$ cat config.mk
export PLATFORM = sky130hd
export DESIGN_NAME = i3c_ccc_bcast_ctrl_flat
export DESIGN_NICKNAME = d
export VERILOG_FILES = /design/src/rtl/i3c_ccc_bcast_ctrl_pkg.sv /design/src/rtl/i3c_ccc_bcast_ctrl_if.sv /design/src/rtl/i3c_ccc_bcast_ctrl_decode.sv /design/src/rtl/i3c_ccc_bcast_ctrl.sv /design/src/flat_wrapper.sv
export SDC_FILE = /design/constraint.sdc
export NUM_CORES = 1
export LEC_CHECK = 0
export CAP_MARGIN = 20
export CORE_ASPECT_RATIO = 0.6
export CORE_MARGIN = 1.5
export CORE_UTILIZATION = 47
export DETAILED_ROUTE_END_ITERATION = 8
export GPL_TIMING_DRIVEN = 0
export PLACE_DENSITY = 0.83
export SLEW_MARGIN = 20
export SYNTH_ARGS = -nofsm -noshare
export SYNTH_HDL_FRONTEND = slang
export SYNTH_SLANG_ARGS = --single-unit
$ cat constraint.sdc
create_clock -name clk -period 2.3 [get_ports clk]
set_clock_uncertainty 0.05 [all_clocks]
set_input_delay 0.46 -clock clk [delete_from_list [all_inputs] [get_ports clk]]
set_output_delay 0.46 -clock clk [all_outputs]
set_load 0.01 [all_outputs]
$ cat src/rtl/i3c_ccc_bcast_ctrl_pkg.sv
// Shared CCC codes, event-enable bit positions, FSM and decode types for the broadcast CCC sequencer.
// SETMRL support is selected in the top and decoder with I3C_CCC_SETMRL_EN.
package i3c_pkg;

  localparam logic [7:0] CCC_ENEC       = 8'h00;
  localparam logic [7:0] CCC_DISEC      = 8'h01;
  localparam logic [7:0] CCC_RSTDAA     = 8'h06;
  localparam logic [7:0] CCC_ENTDAA     = 8'h07;
  localparam logic [7:0] CCC_SETMWL     = 8'h09;
  localparam logic [7:0] CCC_SETMRL     = 8'h0A;
  localparam logic [7:0] CCC_DIRECT_MIN = 8'h80;

  localparam int EVT_INT = 0;
  localparam int EVT_CR  = 1;
  localparam int EVT_HJ  = 3;

  typedef enum logic [2:0] {
    ST_IDLE      = 3'd0,
    ST_DECODE    = 3'd1,
    ST_COLLECT   = 3'd2,
    ST_APPLY     = 3'd3,
    ST_ENTDAA    = 3'd4,
    ST_WAIT_STOP = 3'd5,
    ST_DISCARD   = 3'd6
  } ccc_state_e;

  typedef enum logic [2:0] {
    K_ENEC   = 3'd0,
    K_DISEC  = 3'd1,
    K_RSTDAA = 3'd2,
    K_ENTDAA = 3'd3,
    K_SETMWL = 3'd4,
    K_SETMRL = 3'd5,
    K_DIRECT = 3'd6,
    K_UNSUP  = 3'd7
  } ccc_kind_e;

  // len is the payload byte count that completes the CCC (SETMRL: the 3-byte form).
  typedef struct packed {
    logic [1:0] len;
    ccc_kind_e  kind;
    logic       supported;
  } ccc_info_t;

endpackage

$ cat src/rtl/i3c_ccc_bcast_ctrl_if.sv
// Handshake bundle between the SDR broadcast byte receiver (master) and the CCC sequencer (slave).
// All receiver strobes are single-cycle pulses; there is no backpressure path.
interface i3c_ccc_bcast_ctrl_if;
  logic        cmd_valid;
  logic [7:0]  cmd_byte;
  logic        data_valid;
  logic [7:0]  data_byte;
  logic        parity_err;
  logic        start_detect;
  logic        stop_detected;
  logic        ibi_en;
  logic        cr_en;
  logic        hj_en;
  logic [15:0] mwl;
  logic [15:0] mrl;
  logic [7:0]  ibi_len;
  logic        rstdaa_pulse;
  logic        entdaa_req;
  logic        direct_pending;
  logic        ccc_err;

  modport master (
    output cmd_valid, cmd_byte, data_valid, data_byte, parity_err, start_detect, stop_detected,
    input  ibi_en, cr_en, hj_en, mwl, mrl, ibi_len, rstdaa_pulse, entdaa_req, direct_pending, ccc_err
  );

  modport slave (
    input  cmd_valid, cmd_byte, data_valid, data_byte, parity_err, start_detect, stop_detected,
    output ibi_en, cr_en, hj_en, mwl, mrl, ibi_len, rstdaa_pulse, entdaa_req, direct_pending, ccc_err
  );
endinterface

$ cat src/rtl/i3c_ccc_bcast_ctrl_decode.sv
// Combinational CCC code decoder: payload length, kind and supported flag; zero latency.
// SETMRL decodes as supported only when I3C_CCC_SETMRL_EN is defined.
module i3c_ccc_decode
  import i3c_pkg::*;
(
  input  logic [7:0] code_i,
  output ccc_info_t  info_o
);

  always_comb begin
    info_o = '{len: 2'd0, kind: K_UNSUP, supported: 1'b0};
    if (code_i >= CCC_DIRECT_MIN) begin
      info_o.kind = K_DIRECT;
    end else begin
      case (code_i)
        CCC_ENEC:   info_o = '{len: 2'd1, kind: K_ENEC,   supported: 1'b1};
        CCC_DISEC:  info_o = '{len: 2'd1, kind: K_DISEC,  supported: 1'b1};
        CCC_RSTDAA: info_o = '{len: 2'd0, kind: K_RSTDAA, supported: 1'b1};
        CCC_ENTDAA: info_o = '{len: 2'd0, kind: K_ENTDAA, supported: 1'b1};
        CCC_SETMWL: info_o = '{len: 2'd2, kind: K_SETMWL, supported: 1'b1};
`ifdef I3C_CCC_SETMRL_EN
        CCC_SETMRL: info_o = '{len: 2'd3, kind: K_SETMRL, supported: 1'b1};
`endif
        default:    info_o = '{len: 2'd0, kind: K_UNSUP,  supported: 1'b0};
      endcase
    end
  end

endmodule

$ cat src/rtl/i3c_ccc_bcast_ctrl.sv
// Broadcast CCC sequencer: decode, collect payload, commit enables/lengths atomically one cycle after APPLY.
// No backpressure (inputs are pulses); optional SETMRL support via I3C_CCC_SETMRL_EN.
module i3c_ccc_bcast_ctrl
  import i3c_pkg::*;
#(
  parameter logic [15:0] MWL_RESET     = 16'd64,
  parameter logic [15:0] MRL_RESET     = 16'd64,
  parameter logic [7:0]  IBI_LEN_RESET = 8'd0
) (
  input  logic                clk,
  input  logic                rst,
  i3c_ccc_bcast_ctrl_if.slave bus
);

`ifdef I3C_CCC_SETMRL_EN
  localparam int HOLD_W = 24;
`else
  localparam int HOLD_W = 16;
`endif

  ccc_state_e        state_q, state_d;
  logic [7:0]        cmd_q, cmd_d;
  logic [HOLD_W-1:0] hold_q, hold_d;
  logic [1:0]        cnt_q, cnt_d, cnt_inc;
  logic              stop_seen_q, stop_seen_d;
  logic              ibi_en_q, ibi_en_d, cr_en_q, cr_en_d, hj_en_q, hj_en_d;
  logic [15:0]       mwl_q, mwl_d;
  logic              rstdaa_q, rstdaa_d, entdaa_q, entdaa_d;
  logic              direct_q, direct_d, direct_set, err_q, err_d;
`ifdef I3C_CCC_SETMRL_EN
  logic [15:0]       mrl_q, mrl_d;
  logic [7:0]        ibi_len_q, ibi_len_d;
`endif

  ccc_info_t info;

  i3c_ccc_decode u_decode (
    .code_i (cmd_q),
    .info_o (info)
  );

  assign cnt_inc = cnt_q + 2'd1;

  always_comb begin
    state_d     = state_q;
    cmd_d       = cmd_q;
    hold_d      = hold_q;
    cnt_d       = cnt_q;
    stop_seen_d = stop_seen_q;
    ibi_en_d    = ibi_en_q;
    cr_en_d     = cr_en_q;
    hj_en_d     = hj_en_q;
    mwl_d       = mwl_q;
`ifdef I3C_CCC_SETMRL_EN
    mrl_d       = mrl_q;
    ibi_len_d   = ibi_len_q;
`endif
    err_d       = 1'b0;
    direct_set  = 1'b0;

    case (state_q)
      ST_IDLE: begin
        if (bus.cmd_valid) begin
          state_d = ST_DECODE;
          cmd_d   = bus.cmd_byte;
        end
      end
      ST_DECODE: begin
        hold_d      = '0;
        cnt_d       = 2'd0;
        stop_seen_d = 1'b0;
        if (bus.start_detect) begin
          err_d   = 1'b1;
          state_d = ST_IDLE;
        end else if (bus.parity_err) begin
          err_d   = 1'b1;
          state_d = ST_DISCARD;
        end else if (bus.stop_detected) begin
          err_d   = (info.kind != K_DIRECT);
          state_d = ST_IDLE;
        end else if (info.kind == K_DIRECT) begin
          direct_set = 1'b1;
          state_d    = ST_DISCARD;
        end else if (!info.supported) begin
          err_d   = 1'b1;
          state_d = ST_DISCARD;
        end else if (info.len == 2'd0) begin
          state_d = ST_APPLY;
        end else begin
          state_d = ST_COLLECT;
        end
      end
      ST_COLLECT: begin
        if (bus.start_detect) begin
          err_d   = 1'b1;
          state_d = ST_IDLE;
        end else if (bus.parity_err) begin
          err_d   = 1'b1;
          state_d = ST_DISCARD;
        end else if (bus.stop_detected) begin
          // The short 2-byte SETMRL form is still a complete command.
          if (info.kind == K_SETMRL && cnt_q == 2'd2) begin
            stop_seen_d = 1'b1;
            state_d     = ST_APPLY;
          end else begin
            err_d   = 1'b1;
            state_d = ST_IDLE;
          end
        end else if (bus.data_valid) begin
          hold_d = {hold_q[HOLD_W-9:0], bus.data_byte};
          cnt_d  = cnt_inc;
          if (cnt_inc == info.len) begin
            state_d = ST_APPLY;
          end
        end
      end
      ST_APPLY: begin
        case (info.kind)
          K_ENEC: begin
            if (hold_q[EVT_INT]) ibi_en_d = 1'b1;
            if (hold_q[EVT_CR])  cr_en_d  = 1'b1;
            if (hold_q[EVT_HJ])  hj_en_d  = 1'b1;
          end
          K_DISEC: begin
            if (hold_q[EVT_INT]) ibi_en_d = 1'b0;
            if (hold_q[EVT_CR])  cr_en_d  = 1'b0;
            if (hold_q[EVT_HJ])  hj_en_d  = 1'b0;
          end
          K_SETMWL: mwl_d = hold_q[15:0];
`ifdef I3C_CCC_SETMRL_EN
          K_SETMRL: begin
            if (cnt_q == 2'd3) begin
              mrl_d     = hold_q[23:8];
              ibi_len_d = hold_q[7:0];
            end else begin
              mrl_d = hold_q[15:0];
            end
          end
`endif
          default: ;
        endcase
        if (stop_seen_q || bus.stop_detected) begin
          state_d = ST_IDLE;
        end else if (info.kind == K_ENTDAA) begin
          state_d = ST_ENTDAA;
        end else begin
          state_d = ST_WAIT_STOP;
        end
      end
      ST_ENTDAA, ST_WAIT_STOP, ST_DISCARD: begin
        if (bus.stop_detected) begin
          state_d = ST_IDLE;
        end
      end
      default: state_d = ST_IDLE;
    endcase

    rstdaa_d = (state_d == ST_APPLY) && (info.kind == K_RSTDAA);
    entdaa_d = ((state_d == ST_APPLY) || (state_d == ST_ENTDAA)) && (info.kind == K_ENTDAA);
    direct_d = (state_d == ST_DISCARD) && (direct_set || direct_q);
  end

  always_ff @(posedge clk) begin
    if (rst) begin
      state_q     <= ST_IDLE;
      cmd_q       <= 8'h00;
      hold_q      <= '0;
      cnt_q       <= 2'd0;
      stop_seen_q <= 1'b0;
      ibi_en_q    <= 1'b1;
      cr_en_q     <= 1'b1;
      hj_en_q     <= 1'b1;
      mwl_q       <= MWL_RESET;
      rstdaa_q    <= 1'b0;
      entdaa_q    <= 1'b0;
      direct_q    <= 1'b0;
      err_q       <= 1'b0;
`ifdef I3C_CCC_SETMRL_EN
      mrl_q       <= MRL_RESET;
      ibi_len_q   <= IBI_LEN_RESET;
`endif
    end else begin
      state_q     <= state_d;
      cmd_q       <= cmd_d;
      hold_q      <= hold_d;
      cnt_q       <= cnt_d;
      stop_seen_q <= stop_seen_d;
      ibi_en_q    <= ibi_en_d;
      cr_en_q     <= cr_en_d;
      hj_en_q     <= hj_en_d;
      mwl_q       <= mwl_d;
      rstdaa_q    <= rstdaa_d;
      entdaa_q    <= entdaa_d;
      direct_q    <= direct_d;
      err_q       <= err_d;
`ifdef I3C_CCC_SETMRL_EN
      mrl_q       <= mrl_d;
      ibi_len_q   <= ibi_len_d;
`endif
    end
  end

  assign bus.ibi_en         = ibi_en_q;
  assign bus.cr_en          = cr_en_q;
  assign bus.hj_en          = hj_en_q;
  assign bus.mwl            = mwl_q;
  assign bus.rstdaa_pulse   = rstdaa_q;
  assign bus.entdaa_req     = entdaa_q;
  assign bus.direct_pending = direct_q;
  assign bus.ccc_err        = err_q;
`ifdef I3C_CCC_SETMRL_EN
  assign bus.mrl            = mrl_q;
  assign bus.ibi_len        = ibi_len_q;
`else
  assign bus.mrl            = MRL_RESET;
  assign bus.ibi_len        = IBI_LEN_RESET;
`endif

endmodule

$ cat src/flat_wrapper.sv
// flat-port wrapper written by rule: the top's interface ports become plain ports
module i3c_ccc_bcast_ctrl_flat import i3c_pkg::*;
#(
  parameter logic [15:0] MWL_RESET     = 16'd64,
  parameter logic [15:0] MRL_RESET     = 16'd64,
  parameter logic [7:0]  IBI_LEN_RESET = 8'd0
)
  (clk, rst, bus_cmd_valid, bus_cmd_byte, bus_data_valid, bus_data_byte, bus_parity_err, bus_start_detect, bus_stop_detected, bus_ibi_en, bus_cr_en, bus_hj_en, bus_mwl, bus_mrl, bus_ibi_len, bus_rstdaa_pulse, bus_entdaa_req, bus_direct_pending, bus_ccc_err);
  i3c_ccc_bcast_ctrl_if bus_i ();
  input  logic clk;
  input  logic rst;
  input wire logic [$bits(bus_i.cmd_valid)-1:0] bus_cmd_valid;
  input wire logic [$bits(bus_i.cmd_byte)-1:0] bus_cmd_byte;
  input wire logic [$bits(bus_i.data_valid)-1:0] bus_data_valid;
  input wire logic [$bits(bus_i.data_byte)-1:0] bus_data_byte;
  input wire logic [$bits(bus_i.parity_err)-1:0] bus_parity_err;
  input wire logic [$bits(bus_i.start_detect)-1:0] bus_start_detect;
  input wire logic [$bits(bus_i.stop_detected)-1:0] bus_stop_detected;
  output wire logic [$bits(bus_i.ibi_en)-1:0] bus_ibi_en;
  output wire logic [$bits(bus_i.cr_en)-1:0] bus_cr_en;
  output wire logic [$bits(bus_i.hj_en)-1:0] bus_hj_en;
  output wire logic [$bits(bus_i.mwl)-1:0] bus_mwl;
  output wire logic [$bits(bus_i.mrl)-1:0] bus_mrl;
  output wire logic [$bits(bus_i.ibi_len)-1:0] bus_ibi_len;
  output wire logic [$bits(bus_i.rstdaa_pulse)-1:0] bus_rstdaa_pulse;
  output wire logic [$bits(bus_i.entdaa_req)-1:0] bus_entdaa_req;
  output wire logic [$bits(bus_i.direct_pending)-1:0] bus_direct_pending;
  output wire logic [$bits(bus_i.ccc_err)-1:0] bus_ccc_err;
  assign bus_i.cmd_valid = bus_cmd_valid;
  assign bus_i.cmd_byte = bus_cmd_byte;
  assign bus_i.data_valid = bus_data_valid;
  assign bus_i.data_byte = bus_data_byte;
  assign bus_i.parity_err = bus_parity_err;
  assign bus_i.start_detect = bus_start_detect;
  assign bus_i.stop_detected = bus_stop_detected;
  assign bus_ibi_en = bus_i.ibi_en;
  assign bus_cr_en = bus_i.cr_en;
  assign bus_hj_en = bus_i.hj_en;
  assign bus_mwl = bus_i.mwl;
  assign bus_mrl = bus_i.mrl;
  assign bus_ibi_len = bus_i.ibi_len;
  assign bus_rstdaa_pulse = bus_i.rstdaa_pulse;
  assign bus_entdaa_req = bus_i.entdaa_req;
  assign bus_direct_pending = bus_i.direct_pending;
  assign bus_ccc_err = bus_i.ccc_err;
  i3c_ccc_bcast_ctrl #(.MWL_RESET(MWL_RESET), .MRL_RESET(MRL_RESET), .IBI_LEN_RESET(IBI_LEN_RESET)) u_core (.clk(clk), .rst(rst), .bus(bus_i));
endmodule
==> metrics.txt, run 1 <==
status finished clean; DR DRC count 0; Worst-path clk slew 0.09 ns; Most used DFF post-synth dfxtp_1; Routed Antenna Nets 0; Ant. Diodes 0; Slew Limit Fails 0; number of synthesized flops with an enable pin 0; Via density between 5 and 6; final period utilization 93.8%; Die X around 96 µm; nets@finish between 400 and 500; Lkg Pwr 1.22 nW; crit path kind flip-flop to flip-flop; Detailed Routing Iterations Pass 1 4; post-synthesis sequential area ratio between 40% and 50%; Min-Delay Path Class flip-flop to flip-flop; Req. time, crit path 2.48 ns; Sink Count 53; core area 0.00503 mm²; Root Driver clkbuf_8; CP peak stage delay 0.45 ns; Initial Utilization 48.5%; post-synth top area cell dfxtp_1; # setup viols final 0; later-pin clock latency in the skew report approximately 0.31 ns; CTS buffer count 5; io pins 70; DR WL/cell 13.1 µm; XOR/XNOR share of the synthesized area 0%; most common cell after layout, fill and taps aside nand2_1; hold path depth 2; Stages on worst setup path 8; Post-Syn Area 0.00244 mm²; buffer levels on the longest clock path 2; WL final 5890 µm; first-pass GRT wire length 9330 µm; die height ~60 µm; Fin Setup TNS 0 ns; TritonCTS clock tree done; Synth Area per Inst 7.89 µm²; Slew @ Worst Pin 0.897 ns; commonest cells after routing, fill and taps aside 71 x nand2_1, 53 x dfxtp_1, 45 x a21oi_1, 44 x clkdlybuf4s50_1, 25 x buf_4; R2R depth 8; FP Rows 20; slowest CP cell or3b_1; MaxCap Viol Count 0; type of origin of the critical path flip-flop; GPL Wtd Cong between 0.9 and 1; post-synthesis compound-gate area fraction 15.6%; Unique masters post-synth 43; Synth Area in Simple Gates a little over a quarter; Power Dens Cells 598 mW/mm²; 1st-iter DRT viols 150; dpl cells 441; total die area between 0.005 and 0.006 mm²; Yosys top cell area share a little over two fifths; vias in the first global route 2012; CP endpoint kind flip-flop; Area Growth Syn to Fin 30.7%; cts hold-fix bufs 0; Adder-Cell Fraction of Synth Area 0.513%; Max VDD drop between 0.3 and 0.4 mV; DR vias ~2300; Seq cells post-synth 53; Hold Startpoint u_core.bus.mwl[5]$_SDFFE_PP0P_; crit path time final 2.16 ns; worst reg2reg startpoint u_core.state_q[1]$_SDFF_PP0_; H-tree levels 2; critical path's top delay family simple AND/OR/NAND/NOR gates; Place WS -0.0690 ns; buffers added on ports 44; main combinational cell family by area after synthesis simple AND/OR/NAND/NOR gates; Cell Area, Placed 0.00304 mm²; destination of the worst hold path u_core.bus.mwl[5]$_SDFFE_PP0P_; async set-or-reset flop fraction in the synthesized netlist 0%; crit-path most repeated cell buf_2; highest clock rate about 460 MHz; warnings from Yosys 0; Tot GR Track Use 22.2%; cell count after synthesis 309; Layout Cells excl Fill 449; reg2reg end u_core.hold_q[0]$_SDFFE_PP0P_; buffer and inverter count on the worst path 3; Final WS setup 0.142 ns; initial antenna violation count 0; Max-Slew Margin vs Limit 39.8%; critical path arrival about 2.3 ns; mux contribution to synthesized area less than 1%; HPWL after DPL 4330 µm; synth top area cells dfxtp_1 44%, nand2_1 11%, a21oi_1 9.2%, buf_4 7.7%, nand3_1 4.1%; layout cells sized above 1 13.1%; final hold vios 0; Design Area, Final 0.00319 mm²; chain of cells forming the critical path buf_2 -> or3b_1 -> nor4_2 -> and2_1 -> buf_2 -> buf_4 -> nand2_1 -> a21oi_1; reg2reg setup slack between 0.1 and 0.15 ns; crit-path max FO 10; grt total ovfl 0; pin count of the biggest net entering global routing 17
-- cell type report --
cell class | count | area, µm²
fill | 452 | 1840
multi-input combinational | 229 | 1170
sequential | 53 | 1060
timing repair buffer | 44 | 440
buffer | 45 | 284
tap | 66 | 82.6
clock buffer | 5 | 68.8
clock inverter | 3 | 65.1
inverter | 4 | 15.0
-- registers in the layout, indices dropped and copies added, names as in the netlist --
name	flops
u_core.bus.cr_en	1
u_core.bus.entdaa_req	1
u_core.bus.rstdaa_pulse	1
u_core.hold_q	16
u_core.bus.ibi_en	1
u_core.bus.hj_en	1
u_core.stop_seen_q	1
u_core.cmd_q	8
u_core.state_q	3
u_core.bus.mwl	16
u_core.bus.direct_pending	1
u_core.cnt_q	2
u_core.bus.ccc_err	1
-- metrics by stage --
| stage | power [W] | util [%] | hold slack (ns) |
|---|---|---|---|
| finish | 0.00191 | 63.4 | 0.406 |
| global route | 0.00199 | 63.4 | 0.427 |
| CTS | 0.00192 | 63.2 | 0.412 |
| detailed placement | 0.00119 | 60.5 | 0.397 |
| global placement | 0.00119 | 60.5 | 0.389 |
| floorplan | 0.00112 | - | 0.387 |
-- worst max path at each step --
| stage | startpoint | endpoint | slack [ns] |
|---|---|---|---|
| 6_report | u_core.state_q[1]$_SDFF_PP0_ | u_core.hold_q[0]$_SDFFE_PP0P_ | 0.14 |
| 4_1_cts | u_core.state_q[1]$_SDFF_PP0_ | u_core.cnt_q[1]$_SDFFE_PP0P_ | 0.11 |
| 3_3_place_gp | bus_start_detect | u_core.cnt_q[1]$_SDFFE_PP0P_ | -0.04 |
| 3_5_place_dp | bus_start_detect | u_core.cnt_q[1]$_SDFFE_PP0P_ | -0.07 |
| 2_1_floorplan | u_core.cmd_q[7]$_SDFFE_PP0P_ | u_core.bus.mwl[10]$_SDFFE_PP0P_ | 0.39 |
| 5_1_grt | u_core.state_q[0]$_SDFF_PP0_ | u_core.hold_q[14]$_SDFFE_PP0P_ | -0.004 |
-- repair_timing --
item                                   in CTS  in global routing
gates resized for setup                     0                  2
endpoints found under the hold margin       0                  0
setup endpoints to repair                   0                  3
setup buffers                               0                  0
-- synth_stat cells (2+ instances only) --
library cell	number
a211o_1	3
a21oi_1	45
a31oi_1	3
and2_1	2
buf_2	5
buf_4	25
buf_6	2
clkbuf_1	12
conb_1	2
dfxtp_1	53
inv_1	4
nand2_1	72
nand2_2	2
nand2b_1	5
nand3_1	20
nor2_1	15
nor3_1	6
nor4_1	4
nor4_4	2
o21ai_0	4
-- worst register-to-register path: stages, from the launching register on --
cell	delay (ns)
dfxtp_1	0.31
buf_2	0.19
or3b_1	0.46
nor4_2	0.33
and2_1	0.18
buf_2	0.18
buf_4	0.20
nand2_1	0.07
a21oi_1	0.13
-- layer usage --
layer / vias to the layer above / routed length [µm] / track usage [%]
met4: 0 / 72 / 6.93
li1: 1141 / - / -
met5: - / 0 / 0
met1: 1022 / 2900 / 32.0
met2: 83 / 2430 / 32.3
met3: 8 / 483 / 5.94
-- where the power goes --
part | internal [W] | switching [W]
combinational | 0.000104 | 0.000130
sequential | 0.000931 | 0.0000140
clock | 0.000432 | 0.000295
-- cell families after synthesis --
logic type                 Yosys count
AOI/OAI and AO/OA                   65
adders and majority gates            1
buffers and inverters               49
DFF                                 53
muxes                                1
other                                2
and+or+nand+nor                    138
(Power assumes the default switching activity.)
==> run 2: changes to the inputs <==
Settings changed: GPL_TIMING_DRIVEN 0 to not set.
==> run 2 against run 1 <==
  * Via count down 4.8%
  * Power shrank 5.1%
  * Register-to-register slack gained 0.10 ns
  * Largest cell class unchanged
==> metrics.txt, run 2 (synthesized netlist as in run 1, its figures left out) <==
status finished clean; post-CTS setup buffer count 0 (unchanged); Routed Antenna Nets 0 (unchanged); critical path arrival 2.20 ns (-0.14 ns); Area Growth Syn to Fin 21.9%; MaxCap Viol Count 0 (unchanged); Cell Area, Placed 0.00285 mm² (-6.3%); Min-Delay Path Class flip-flop to flip-flop; DR WL/cell 13.2 µm (+0.58%); crit path time final 2.06 ns (-0.102 ns); pin count of the biggest net entering global routing 22 (+5); GPL Wtd Cong 0.869 (-4.7%); buffer levels on the longest clock path 2 (unchanged); Die X 96.0 µm (unchanged); Fin Setup TNS 0 ns (unchanged); # setup viols final 0 (unchanged); HPWL after DPL 3950 µm (-8.7%); TritonCTS clock tree done; die height 58.8 µm (unchanged); CTS buffer count 5 (unchanged); WL final 5480 µm (-6.8%); final period utilization 89.4% (-4.4 points); Hold Slack 0.405 ns (-0.00154 ns); first-pass GRT wire length 8980 µm (-3.8%); RSZ-0062 raised after global routing false; core area 0.00503 mm² (unchanged); Tot GR Track Use 20.5% (-1.8 points); Ant. Diodes 0 (unchanged); Root Driver clkbuf_8; most common cell after layout, fill and taps aside nand2_1; DR DRC count 0 (unchanged); nets@finish 373 (-8.1%); Util after Layout 59.1% (-4.3 points); grt total ovfl 0 (unchanged); H-tree levels 2 (unchanged); io pins 70 (unchanged); Worst-path clk slew 0.10 ns (about the same); DR vias 2145 (-4.8%); Initial Utilization 48.5% (unchanged); crit path kind flip-flop to flip-flop; commonest cells after routing, fill and taps aside 72 x nand2_1, 53 x dfxtp_1, 45 x a21oi_1, 45 x clkdlybuf4s50_1, 24 x conb_1; CTS resizes 0 (unchanged); Detailed Routing Iterations Pass 1 4 (unchanged); Power, Total 0.00181 W (-5.1%); later-pin clock latency in the skew report 0.30 ns (about the same); reg2reg setup slack 0.24 ns (+0.10 ns); total die area 0.00564 mm² (unchanged); Design Area, Final 0.00297 mm² (-6.7%); vias in the first global route 1923 (-4.4%); CP endpoint kind flip-flop; FP Rows 20 (unchanged); crit-path max FO 5 (-5); Power Dens Cells 609 mW/mm² (+1.8%); Sink Count 53 (unchanged); Req. time, crit path 2.45 ns (-0.03 ns); cts hold-fix bufs 0 (unchanged); Slew Limit Fails 0 (unchanged); type of origin of the critical path flip-flop; final hold vios 0 (unchanged); initial antenna violation count 0 (unchanged); Lkg Pwr 1.08 nW (-12%); buffers added on ports 45 (+2.3%); highest clock rate 486 MHz (+5.0%); 1st-iter DRT viols 140 (-6.7%); layout cells sized above 1 7.71% (-5.3 points); Via density 5.16 (+2.7%); Max VDD drop 0.372 mV (+2.1%)
run 2: layer usage:
metal	vias to the layer above	GRT usage, %	routed length, µm
met5	-	0	0
li1	1079	-	-
met2	80	28.8	2200
met1	982	30.7	2810
met3	4	5.94	448
met4	0	4.41	29
run 2: path summary, 6_finish.rpt:
kind	start	endpoint	cells past startpoint
setup / recovery	u_core.cnt_q[0]$_SDFFE_PP0P_	u_core.state_q[0]$_SDFF_PP0_	8
hold / removal	u_core.bus.mwl[5]$_SDFFE_PP0P_	u_core.bus.mwl[5]$_SDFFE_PP0P_	2
setup reg to reg	u_core.cnt_q[0]$_SDFFE_PP0P_	u_core.state_q[0]$_SDFF_PP0_	8
hold reg to reg	u_core.bus.mwl[5]$_SDFFE_PP0P_	u_core.bus.mwl[5]$_SDFFE_PP0P_	2
run 2: cell type report:
cell class | count | area [µm²]
Fill cell | 437 | 2060
Multi-Input combinational cell | 229 | 1160
Sequential cell | 53 | 1060
Timing Repair Buffer | 56 | 533
Clock buffer | 6 | 82.6
Tap cell | 66 | 82.6
Clock inverter | 2 | 37.5
Inverter | 4 | 15.0
run 2: per-stage QoR:
stage | worst slack [ns] | instances
final | 0.244 | 416
after global routing | 0.0529 | 416
after CTS | 0.261 | 416
after detailed placement | 0.244 | 408
after global placement | 0.271 | 408
after floorplan | 0.386 | 331
run 2: power by group:
part	switching (W)	leakage, nW	internal [W]
logic	0.000110	0.590	0.0000849
clock network	0.000306	0.0574	0.000354
registers	0.0000238	0.429	0.000931
run 2: critical path, cell delays in order, from the launching register on:
cell,delay [ns]
dfxtp_1,0.41
inv_1,0.08
ha_1,0.33
and4b_1,0.20
o2111a_1,0.22
nor3_1,0.20
o22ai_1,0.11
a221oi_1,0.29
nor2_1,0.07
==> run 3: changes to the inputs <==
Settings changed: CAP_MARGIN 20 to not set, CELL_PAD_IN_SITES_DETAIL_PLACEMENT set to 1, CELL_PAD_IN_SITES_GLOBAL_PLACEMENT set to 1, CORE_UTILIZATION 47 to 37, PLACE_DENSITY 0.83 to 0.89.
Clock period 2.3 ns to 2.5 ns, I/O delays scaled along.
==> run 3 against run 2 <==
  * First-iteration DRC count decreased by 39%
  * Maximum frequency fell by 6.1%
  * Clock power shrank 7.1%
  * Largest power group unchanged
  * Critical endpoint is now u_core.bus.cr_en$_SDFFE_PP1P_
  * Routed wire length grew 15%
  * Highest routed layer unchanged
==> metrics.txt, run 3 (synthesized netlist as in run 1, its figures left out) <==
RSZ-0062 raised after global routing false; Min-Delay Path Class flip-flop to flip-flop; TritonCTS clock tree done; Fin Setup TNS 0 ns (unchanged); io pins 70 (unchanged); highest clock rate 457 MHz (-6.1%); MaxCap Viol Count 0 (unchanged); GPL Wtd Cong 0.856 (-1.5%); Fillers 786 (+80%); # setup viols final 0 (unchanged); Final WS setup 0.312 ns (+0.0674 ns); Slew Limit Fails 0 (unchanged); CTS resizes 0 (unchanged); reg2reg setup slack 0.31 ns (+0.07 ns); Layout Cells excl Fill 431 (+3.6%); core area 0.00625 mm² (+24%); post-CTS setup buffer count 0 (unchanged); Req. time, crit path 2.66 ns (+0.21 ns); Ant. Diodes 0 (unchanged); cts hold-fix bufs 0 (unchanged); pin count of the biggest net entering global routing 47 (+110%); CTS buffer count 5 (unchanged); DR DRC count 0 (unchanged); Die X 108 µm (+12%); DR WL/cell 14.7 µm (+11%); Area Growth Syn to Fin 22.4%; Slew @ Worst Pin 0.525 ns; later-pin clock latency in the skew report 0.31 ns (about the same); crit path kind flip-flop to flip-flop; Place WS 0.297 ns (+0.0531 ns); slowest CP cell nor4_4; die height 65.9 µm (+12%); 1st-iter DRT viols 85 (-39%); Sink Count 53 (unchanged); buffer levels on the longest clock path 2 (unchanged); Lkg Pwr 1.07 nW (-0.90%); final hold vios 0 (unchanged); total die area 0.00710 mm² (+26%); WL final 6330 µm (+15%); first-pass GRT wire length 10400 µm (+16%); layout cells sized above 1 6.92% (-0.80 points); CP endpoint kind flip-flop; nets@finish 370 (-0.80%); buffers added on ports 45 (unchanged); Power Dens Cells 560 mW/mm² (-8.1%); DR vias 2140 (-0.23%); crit-path max FO 6 (+1); Worst-path clk slew 0.10 ns (about the same); CP peak stage delay 0.49 ns (+0.08 ns); Detailed Routing Iterations Pass 1 4 (unchanged); FP Rows 22 (+10%); Root Driver clkbuf_8; most common cell after layout, fill and taps aside nand2_1; crit path time final 2.19 ns (+0.133 ns); type of origin of the critical path flip-flop; final period utilization 87.5% (-1.8 points); chain of cells forming the critical path nor4_4 -> nand2_2 -> nor4_1 -> buf_4 -> nand2_1 -> a211o_1; grt total ovfl 0 (unchanged); critical path arrival 2.34 ns (+0.14 ns); dpl cells 423 (+3.7%); Initial Utilization 39.0% (-9.5 points); Tot GR Track Use 18.9% (-1.6 points); Routed Antenna Nets 0 (unchanged); Max VDD drop 0.233 mV (-37%); status finished clean; vias in the first global route 2121 (+10%); Max-Slew Margin vs Limit about two thirds; H-tree levels 2 (unchanged); Via density 4.97 (-3.7%); commonest cells after routing, fill and taps aside 72 x nand2_1, 53 x dfxtp_1, 45 x a21oi_1, 45 x clkdlybuf4s50_1, 24 x conb_1; initial antenna violation count 0 (unchanged); HPWL after DPL 4620 µm (+17%)
==> run 3: area by class of cell <==
type / instances / area [µm²] / area share, %
inverter: 4 / 15.0 / 0.503
clock inverter: 2 / 37.5 / 1.26
timing repair buffer: 53 / 523 / 17.5
multi-input combinational: 229 / 1160 / 38.9
tap: 84 / 105 / 3.52
sequential: 53 / 1060 / 35.5
clock buffer: 6 / 82.6 / 2.77
==> run 3: routing by layer <==
| metal | GRT usage, % | part of all wire (%) |
|---|---|---|
| met1 | 27.4 | 52 |
| met2 | 28.6 | 41 |
| met3 | 4.33 | 6.3 |
| met4 | 3.95 | 0.70 |
| met5 | 0 | 0 |
==> run 3: power breakdown <==
group,internal (W),leakage (nW),total [W],switching (W)
Clock,0.000326,0.0574,0.000613,0.000287
Combinational,0.0000748,0.581,0.000178,0.000103
Sequential,0.000856,0.429,0.000880,0.0000232
Total,0.00126,1.07,0.00167,0.000413
==> run 3: stage by stage <==
step / hold WS [ns] / area [µm²] / util, % / power (W)
after detailed placement: 0.396 / 2870 / 45.9 / 0.00108
after global routing: 0.423 / 2990 / 47.8 / 0.00174
after CTS: 0.411 / 2990 / 47.8 / 0.00168
after floorplan: 0.387 / 2520 / - / 0.00103
final: 0.411 / 2990 / 47.8 / 0.00167
after global placement: 0.391 / 2870 / 45.9 / 0.00107
==> run 3: critical path, delay by kind of cell (launching register included) <==
kind	cells	cell delay (ns)
DFF	1	0.41
AOI/OAI and AO/OA	1	0.29
and+or+nand+nor	4	1.14
buffers and inverters	1	0.20
==> run 3: worst paths after layout <==
kind                                   start                               to  cells past startpoint
min          u_core.bus.mwl[15]$_SDFFE_PP0P_  u_core.bus.mwl[15]$_SDFFE_PP0P_                      2
max             u_core.cmd_q[7]$_SDFFE_PP0P_    u_core.bus.cr_en$_SDFFE_PP1P_                      6
min reg2reg  u_core.bus.mwl[15]$_SDFFE_PP0P_  u_core.bus.mwl[15]$_SDFFE_PP0P_                      2
max reg2reg     u_core.cmd_q[7]$_SDFFE_PP0P_    u_core.bus.cr_en$_SDFFE_PP1P_                      6
